File: src/rtl/event_scheduler.sv
// rtl/event_scheduler.sv - timestamps input events and periodic deadlines into a FWFT queue
// Optional feature macro: SCHED_PERIODIC_EN (periodic deadline counter)
module event_scheduler #(
    parameter int DATA_W = 64,
    parameter int TS_W   = 64,
    parameter int PERIOD = 1000,
    parameter int DEPTH  = 4
) (
    input  logic              clk,
    input  logic              rst,
    input  logic              en,
    input  logic              flush,
    input  logic [DATA_W-1:0] input_0,
    input  logic [DATA_W-1:0] input_1,
    input  logic              new_input_0,
    input  logic              new_input_1,
    input  logic              ev_ready,
    output logic              ev_valid,
    output logic [TS_W-1:0]   ev_tag,
    output logic [DATA_W-1:0] ev_data_0,
    output logic [DATA_W-1:0] ev_data_1,
    output logic [1:0]        ev_new,
    output logic              ev_periodic,
    output logic              q_push,
    output logic              q_pop,
    output logic              q_push_valid,
    output logic              q_pop_valid,
    output logic [15:0]       drop_cnt,
    output logic              draining
);
    localparam int AW    = $clog2(DEPTH);
    localparam int ENT_W = TS_W + 2 * DATA_W + 3;

    typedef enum logic {ST_RUN, ST_DRAIN} state_t;

    state_t            state_q, state_d;
    logic [TS_W-1:0]   ts_q, ts_d;
    logic [AW:0]       cnt_q, cnt_d;
    logic [AW-1:0]     wr_q, wr_d, rd_q, rd_d;
    logic [ENT_W-1:0]  mem_q [DEPTH];
    logic [ENT_W-1:0]  mem_d [DEPTH];
    logic [15:0]       drop_q, drop_d;
    logic              q_push_q, q_push_d, q_pop_q, q_pop_d;
    logic              q_push_valid_q, q_push_valid_d, q_pop_valid_q, q_pop_valid_d;

    logic deadline, empty, full, form, pop, push_try, push_ok, drop, to_run;
    logic [ENT_W-1:0] entry, head;

`ifdef SCHED_PERIODIC_EN
    localparam int PW = (PERIOD > 2) ? $clog2(PERIOD) : 1;
    logic [PW-1:0] per_q, per_d;

    assign deadline = (per_q == PW'(PERIOD - 1));

    always_comb begin
        per_d = per_q;
        if (to_run)
            per_d = '0;
        else if (en)
            per_d = deadline ? '0 : per_q + PW'(1);
    end

    always_ff @(posedge clk or posedge rst) begin
        if (rst) per_q <= '0;
        else     per_q <= per_d;
    end
`else
    assign deadline = 1'b0;
`endif

    assign empty    = (cnt_q == '0);
    assign full     = (cnt_q == (AW + 1)'(DEPTH));
    assign form     = en & (new_input_0 | new_input_1 | deadline);
    assign pop      = en & ev_ready & ~empty;
    assign push_try = form & (state_q == ST_RUN);
    // A full queue still takes the entry when the head leaves on the same edge
    assign push_ok  = push_try & (~full | pop);
    assign drop     = form & ~push_ok;
    assign to_run   = en & (state_q == ST_DRAIN) & empty;

    assign entry = {ts_q,
                    new_input_1 ? input_1 : {DATA_W{1'b0}},
                    new_input_0 ? input_0 : {DATA_W{1'b0}},
                    new_input_1, new_input_0, deadline};

    always_comb begin
        state_d        = state_q;
        ts_d           = ts_q;
        cnt_d          = cnt_q + (AW + 1)'(push_ok) - (AW + 1)'(pop);
        wr_d           = wr_q;
        rd_d           = rd_q;
        mem_d          = mem_q;
        drop_d         = drop_q;
        q_push_d       = push_try;
        q_push_valid_d = push_ok;
        q_pop_d        = pop;
        q_pop_valid_d  = pop;
        if (en)
            ts_d = ts_q + TS_W'(1);
        if (push_ok) begin
            mem_d[wr_q] = entry;
            wr_d        = wr_q + AW'(1);
        end
        if (pop)
            rd_d = rd_q + AW'(1);
        if (drop && drop_q != 16'hFFFF)
            drop_d = drop_q + 16'd1;
        if (en && state_q == ST_RUN && flush)
            state_d = ST_DRAIN;
        else if (to_run)
            state_d = ST_RUN;
    end

    always_ff @(posedge clk or posedge rst) begin
        if (rst) begin
            state_q        <= ST_RUN;
            ts_q           <= '0;
            cnt_q          <= '0;
            wr_q           <= '0;
            rd_q           <= '0;
            drop_q         <= '0;
            q_push_q       <= 1'b0;
            q_push_valid_q <= 1'b0;
            q_pop_q        <= 1'b0;
            q_pop_valid_q  <= 1'b0;
            for (int i = 0; i < DEPTH; i++)
                mem_q[i] <= '0;
        end else begin
            state_q        <= state_d;
            ts_q           <= ts_d;
            cnt_q          <= cnt_d;
            wr_q           <= wr_d;
            rd_q           <= rd_d;
            drop_q         <= drop_d;
            q_push_q       <= q_push_d;
            q_push_valid_q <= q_push_valid_d;
            q_pop_q        <= q_pop_d;
            q_pop_valid_q  <= q_pop_valid_d;
            for (int i = 0; i < DEPTH; i++)
                mem_q[i] <= mem_d[i];
        end
    end

    // Head fields read as zero while the queue is empty
    assign head      = empty ? '0 : mem_q[rd_q];
    assign ev_valid  = ~empty;
    assign ev_tag    = head[3 + 2 * DATA_W +: TS_W];
    assign ev_data_1 = head[3 + DATA_W +: DATA_W];
    assign ev_data_0 = head[3 +: DATA_W];
    assign ev_new    = head[2:1];
`ifdef SCHED_PERIODIC_EN
    assign ev_periodic = head[0];
`else
    assign ev_periodic = 1'b0;
`endif

    assign q_push       = q_push_q;
    assign q_pop        = q_pop_q;
    assign q_push_valid = q_push_valid_q;
    assign q_pop_valid  = q_pop_valid_q;
    assign drop_cnt     = drop_q;
    assign draining     = (state_q == ST_DRAIN);
endmodule

File: config.mk
export PLATFORM = sky130hd
export DESIGN_NAME = event_scheduler
export DESIGN_NICKNAME = d
export VERILOG_FILES = /design/src/rtl/event_scheduler.sv
export SDC_FILE = /design/constraint.sdc
export NUM_CORES = 2
export LEC_CHECK = 0
export ABC_AREA = 1
export CAP_MARGIN = 20
export CORE_MARGIN = 2
export CORE_UTILIZATION = 63
export CTS_BUF_LIST = sky130_fd_sc_hd__clkbuf_16
export DETAILED_ROUTE_END_ITERATION = 7
export PLACE_DENSITY = 0.86
export SYNTH_ARGS = -nofsm -noshare
export SYNTH_HDL_FRONTEND = slang
export SYNTH_SLANG_ARGS = --single-unit
File: constraint.sdc
create_clock -name clk -period 51.2 [get_ports clk]
set_input_delay 7.68 -clock clk [delete_from_list [all_inputs] [get_ports clk]]
set_output_delay 7.68 -clock clk [all_outputs]
set_load 0.02 [all_outputs]
# After elaboration in Yosys (flattened, before gate mapping)
# Index checks and enable logic that the tools add are counted.
[word_totals]
regBits = 871
input_bits = 135
out_inout_bits = 217
[classes]
n_addsub = 6
magnitude_cmp = 3
n_eq_ne = 2
mux = 11
bitwise_logic = 16
n_reduce_logical = 6
[ops]
columns = ["operator", "count"]
rows = [
  ["bitwise mux 780 bit", 1],
  ["2-to-1 mux 195 bit", 4],
  ["binary-select mux 195 bit (select 2 bit)", 1],
  ["demux 195 bit (select 2 bit)", 1],
  ["2-to-1 mux 64 bit", 2],
  ["adder 64 x 1 -> 64 bit, second input constant", 1],
  ["adder 16 x 1 -> 16 bit, second input constant", 1],
  ["!= test 16 bit, second input constant", 1],
  ["AND 1 bit", 8],
  [">= comparator 3 bit, second input constant", 2],
  ["inverter 2 -> 3 bit", 2],
  ["adder 2 x 1 -> 2 bit, second input constant", 2],
  ["logical AND 1 bit", 4],
  ["inverter 1 bit", 4],
  ["adder 3 x 1 -> 3 bit", 1],
  ["equality test 3 bit, second input constant", 1],
  ["zero test 3 bit", 1],
  ["less-than comparator 3 x 1 -> 1 bit, second input constant", 1],
  ["subtractor 3 x 1 -> 3 bit", 1],
  ["2-to-1 mux 1 bit", 2],
  ["bitwise OR 1 bit", 2],
  ["nonzero test 2 bit", 1],
]

# Logic depth before layout (Yosys ltp)
[logic_depth]
ltp_word = 8
mapped_depth = 13
depth_no_buf = 12

# Worst setup path after synthesis
# No wires, ideal clock.
[synth_timing]
path_kind = "input port to flip-flop"
start = "input new_input_1"
end = "register cnt_q[2]"
t_arrival_ns = 9.679
required_time_ns = 51.071
slack_ns = 41.393
stages = 13
n_path_buf = 4
cell_sequence = "buf_2 o21ai_2 nor2_4 nand2_8 buf_6 buf_4 buf_6 ha_1 inv_1 ha_1 fa_1 xnor2_1 xor2_1"
[synth_between]
elab_chain_cells = 6
[synth_rtl]
columns = ["item", "line", "source"]
rows = [
  ["from (decl)", "16", "input logic new_input_1,"],
  ["bitwise OR 1 bit", "73", "assign form = en & (new_input_0 | new_input_1 | deadline);"],
  ["AND 1 bit", "73", ""],
  ["AND 1 bit", "75", "assign push_try = form & (state_q == ST_RUN);"],
  ["named net push_try", "46", "logic deadline, empty, full, form, pop, push_try, push_ok, drop, to_run;"],
  ["AND 1 bit", "77", "assign push_ok = push_try & (~full | pop);"],
  ["adder 3 x 1 -> 3 bit", "89", "cnt_d = cnt_q + (AW + 1)'(push_ok) - (AW + 1)'(pop);"],
  ["subtractor 3 x 1 -> 3 bit", "89", ""],
  ["named net cnt_d[2]", "38", "logic [AW:0] cnt_q, cnt_d;"],
  ["to (signal assigned)", "131", "cnt_q <= cnt_d;"],
  ["to (decl)", "38", ""],
]
# The timed path passes the listed nets, and every way through them passes these cells.
# A chain may end at the register's enable or synchronous reset.

# Final worst setup path
[layout_timing]
start = "register rd_q[0]"
end = "output ev_data_1[62]"
[layout_between]
elab_chain_cells = 5
[layout_rtl]
columns = ["item", "line", "source"]
rows = [
  ["from (decl)", "39", "logic [AW-1:0] wr_q, wr_d, rd_q, rd_d;"],
  ["from (signal assigned)", "133", "rd_q <= rd_d;"],
  ["inverter 2 -> 3 bit (implied by the code)", "145", "assign head = empty ? '0 : mem_q[rd_q];"],
  ["binary-select mux 195 bit (select 2 bit)", "145", ""],
  ["2-to-1 mux 195 bit (implied by the code) (2 in series)", "145", ""],
  ["2-to-1 mux 195 bit", "145", ""],
  ["to (decl)", "21", "output logic [DATA_W-1:0] ev_data_1,"],
]
# No other way between the ends. The select of a mux whose other input is x is not followed.

==> metrics.yaml <==
layout:
  fin_area_mm2: 0.04773
  final_nets: 5370
  layout.cells.non_filler: 6162
  layout-drive-gt1-share_pct: 3.530
  area_growth_syn_to_layout_pct: 14.07
clock_tree:
  htreeDepth: 3
  clockRootBuffer: "clkbuf_16"
  clock_latency_ps: 640
  cts_setup_buffers: 0
  cts_resized: 0
  cts_max_path_buffers: 3
  clock-sinks: 867
  cts_buffers: 89
  clk_pin_slew_ps: 60
  cts_tree: "yes"
  ctsHoldBuffers: 0
global_routing:
  antenna_found_initial: 4
  grt_overflow: 0
  grt_max_degree: 215
  grt_usage_pct: 32.54
  grt_pass1_vias: 35345
  grt_pass1_wl_um: 178900
setup_path:
  critical_path.startpoint: "rd_q[0]"
  end_kind: "output pin"
  cp_slowest_cell: "buf_4"
  cp.required_ps: 43520
  cp_slowest_stage_delay_ps: 1020
  cp_max_fo: 195
  crit_chain: "inv_8, buf_4, o21ai_0, a21oi_1, clkdlybuf4s50_1"
  crit_arrival_ps: 4800
  critPathKind: "reg -> out"
  r2r-start: "draining"
  start_kind: "flip-flop"
drt:
  ant_nets: 0
  routedWlPerCell_um: 18.20
  via_per_inst: 5.845
  initialDrtViolationCount: 3870
  num_vias: 36015
  drcViolationCount: 0
  drt-pass1-iter-count: 7
  routed_wl_um: 112100
sta:
  setup_tns_ps: 0
  timing.hold.ws_ps: 481.1
  worst_slew_pin_slew_ps: 1208
  fmax_mhz: 80.15
  slew_viol_final: 0
  rsz0062_at_grt: "no"
  setup_ws_ps: 38720
  finClkSkew_ps: 25.48
  setup_viol: 0
  relSlewSlack_pct: 19.45
  fin_crit_ps: 12480
  period_share_pct: 24.37
  finalHoldViolations: 0
placement:
  place.port_buffers: 350
  place_congestion: 0.9324
  post-place-ws_ps: 39200
  dp.cells: 5999
  postPlaceCellArea_mm2: 0.04486
  dp_hpwl_um: 65490
die:
  core_mm2: 0.06575
  die_area_mm2: 0.06850
  initial_core_util_pct: 63.65
  io_pins: 352
  rows: 94
  die_h_um: 261.7
  die_width_um: 261.7
logic_synthesis:
  synth_enable_flop_cells: 0
  synth_area_leader_cell: "dfrtp_1"
  synth_seq_area_share_pct: 51.85
  yosysTopAreaCellShare_pct: 51.85
  synth.distinct_cells: 38
  syn_area_per_cell_um2: 8.133
  async_flop_share_pct: 100.0
  synth_ff_type: "dfrtp_1"
  ys_warn_count: 0
  synthCells: 5145
  syn-num-nets: 5289
  syn_area_mm2: 0.04185
  synth_area_leaders: "dfrtp_1 (52%), nand2_1 (12%), o21ai_0 (9.9%)"
  ys_ff_latch: 867
pwr:
  p_comb_share_pct: 45.1
  p_seq_share_pct: 34.4
  switching_power_uw: 1248
  power.density_mw_per_mm2: 65.97
  p_leak_uw: 0.02181
  ir_drop_v: 0.00006021
  intPower_uw: 1901
  switching_share_pct: 39.65
  pwr-share-clk_pct: 20.5
min_path:
  worstHoldPathType: "reg -> reg"
  min_from: "mem_q[353]"
job:
  maxCapViolCount: 0
status:
  status: "finished clean"
==> final timing paths <==
path	endpoint	slack, ps	cells after the start
setup / recovery	ev_data_1[62]	38720	5
hold / removal	mem_q[353]	480	2
setup reg to reg	mem_q[84]	47200	7
hold reg to reg	mem_q[353]	480	2
max in group asynchronous	mem_q[615]	41160	4
min in group asynchronous	mem_q[729]	7590	2
==> power groups by stage <==
stage,clock network (µW),logic [µW],registers [µW]
finish,645,1420,1080
global route,676,1530,1120
CTS,649,1410,1080
detailed placement,0,1400,1090
floorplan,0,886,1060
global placement,0,1370,1080
==> per-layer routing <==
| metal | share of wire, % | up-vias | track usage (%) |
|---|---|---|---|
| li1 | - | 16683 | - |
| met1 | 40 | 17372 | 42.41 |
| met2 | 48 | 1640 | 53.83 |
| met3 | 8.1 | 316 | 5.604 |
| met4 | 4.1 | 4 | 14.46 |
| met5 | 0.016 | - | 0 |
==> synthesized netlist by cell type, types with 8 or more instances <==
| cell type | n |
|---|---|
| a21oi_1 | 540 |
| buf_1 | 27 |
| buf_2 | 124 |
| buf_4 | 71 |
| clkbuf_1 | 171 |
| dfrtp_1 | 867 |
| ha_1 | 8 |
| inv_1 | 596 |
| nand2_1 | 1287 |
| nand3_1 | 40 |
| nand4_1 | 18 |
| nor2_1 | 109 |
| nor2_2 | 9 |
| nor3_1 | 13 |
| o211ai_1 | 43 |
| o21a_1 | 292 |
| o21ai_0 | 824 |
| o21ai_1 | 13 |
| xnor2_1 | 27 |
| xor2_1 | 29 |
==> cell families (layout without fill, tap and decap cells) <==
logic type / Yosys count / in the layout / synth area share [%]
AO/OA/AOI/OAI: 1718 / 1718 / 22.60
AND/OR/NAND/NOR: 1497 / 1497 / 14.10
buffers and inverters: 997 / 1149 / 9.993
flip-flops: 867 / 867 / 51.85
XOR/XNOR: 56 / 56 / 1.172
adder cells (fa/ha/maj): 9 / 9 / 0.2870
other: 1 / 2 / 0.008961
==> final cells by class <==
type | instances | area (µm²)
Tap cell | 864 | 1081
Clock buffer | 92 | 2302
Multi-Input combinational cell | 3281 | 15980
Antenna cell | 1 | 2.502
Inverter | 600 | 2270
Clock inverter | 70 | 564.3
Sequential cell | 867 | 21700
Timing Repair Buffer | 387 | 3834
Fill cell | 4885 | 18010
==> flip-flops by register name, summed over array words and instances, names as in the netlist <==
name	cells
q_pop_valid	1
wr_q	2
drop_cnt	16
ts_q	64
cnt_q	3
draining	1
mem_q	776
q_push	1
q_push_valid	1
rd_q	2
==> through the flow <==
step | util (%) | power [µW]
2_1_floorplan | - | 1944
3_3_place_gp | 68.24 | 2447
3_5_place_dp | 68.24 | 2490
4_1_cts | 72.60 | 3146
5_1_grt | 72.60 | 3323
6_report | 72.60 | 3149
==> cells in the final DEF (no fill, tap or decap), types with 5 or more instances in the layout <==
cell	instances
xnor2_1	27
buf_12	5
bufinv_16	10
clkinv_2	14
a21oi_1	540
nand3b_1	7
o21a_1	292
buf_4	32
dfrtp_1	865
nand2_1	1287
clkdlybuf4s50_1	348
xor2_1	29
nor2_4	5
nand4_1	18
o21ai_0	824
ha_1	8
inv_1	614
nand3_1	40
nor3_1	13
o21ai_1	13
nor2_2	9
clkbuf_16	92
o211ai_1	43
nor2_1	108
clkinv_1	25
==> critical path, delay by kind of cell, from the launching register on <==
family          cells  cell delay (ps)
compound gates      2              680
buf+inv             3             2560
flops               1              790
(Power assumes the default switching activity.)
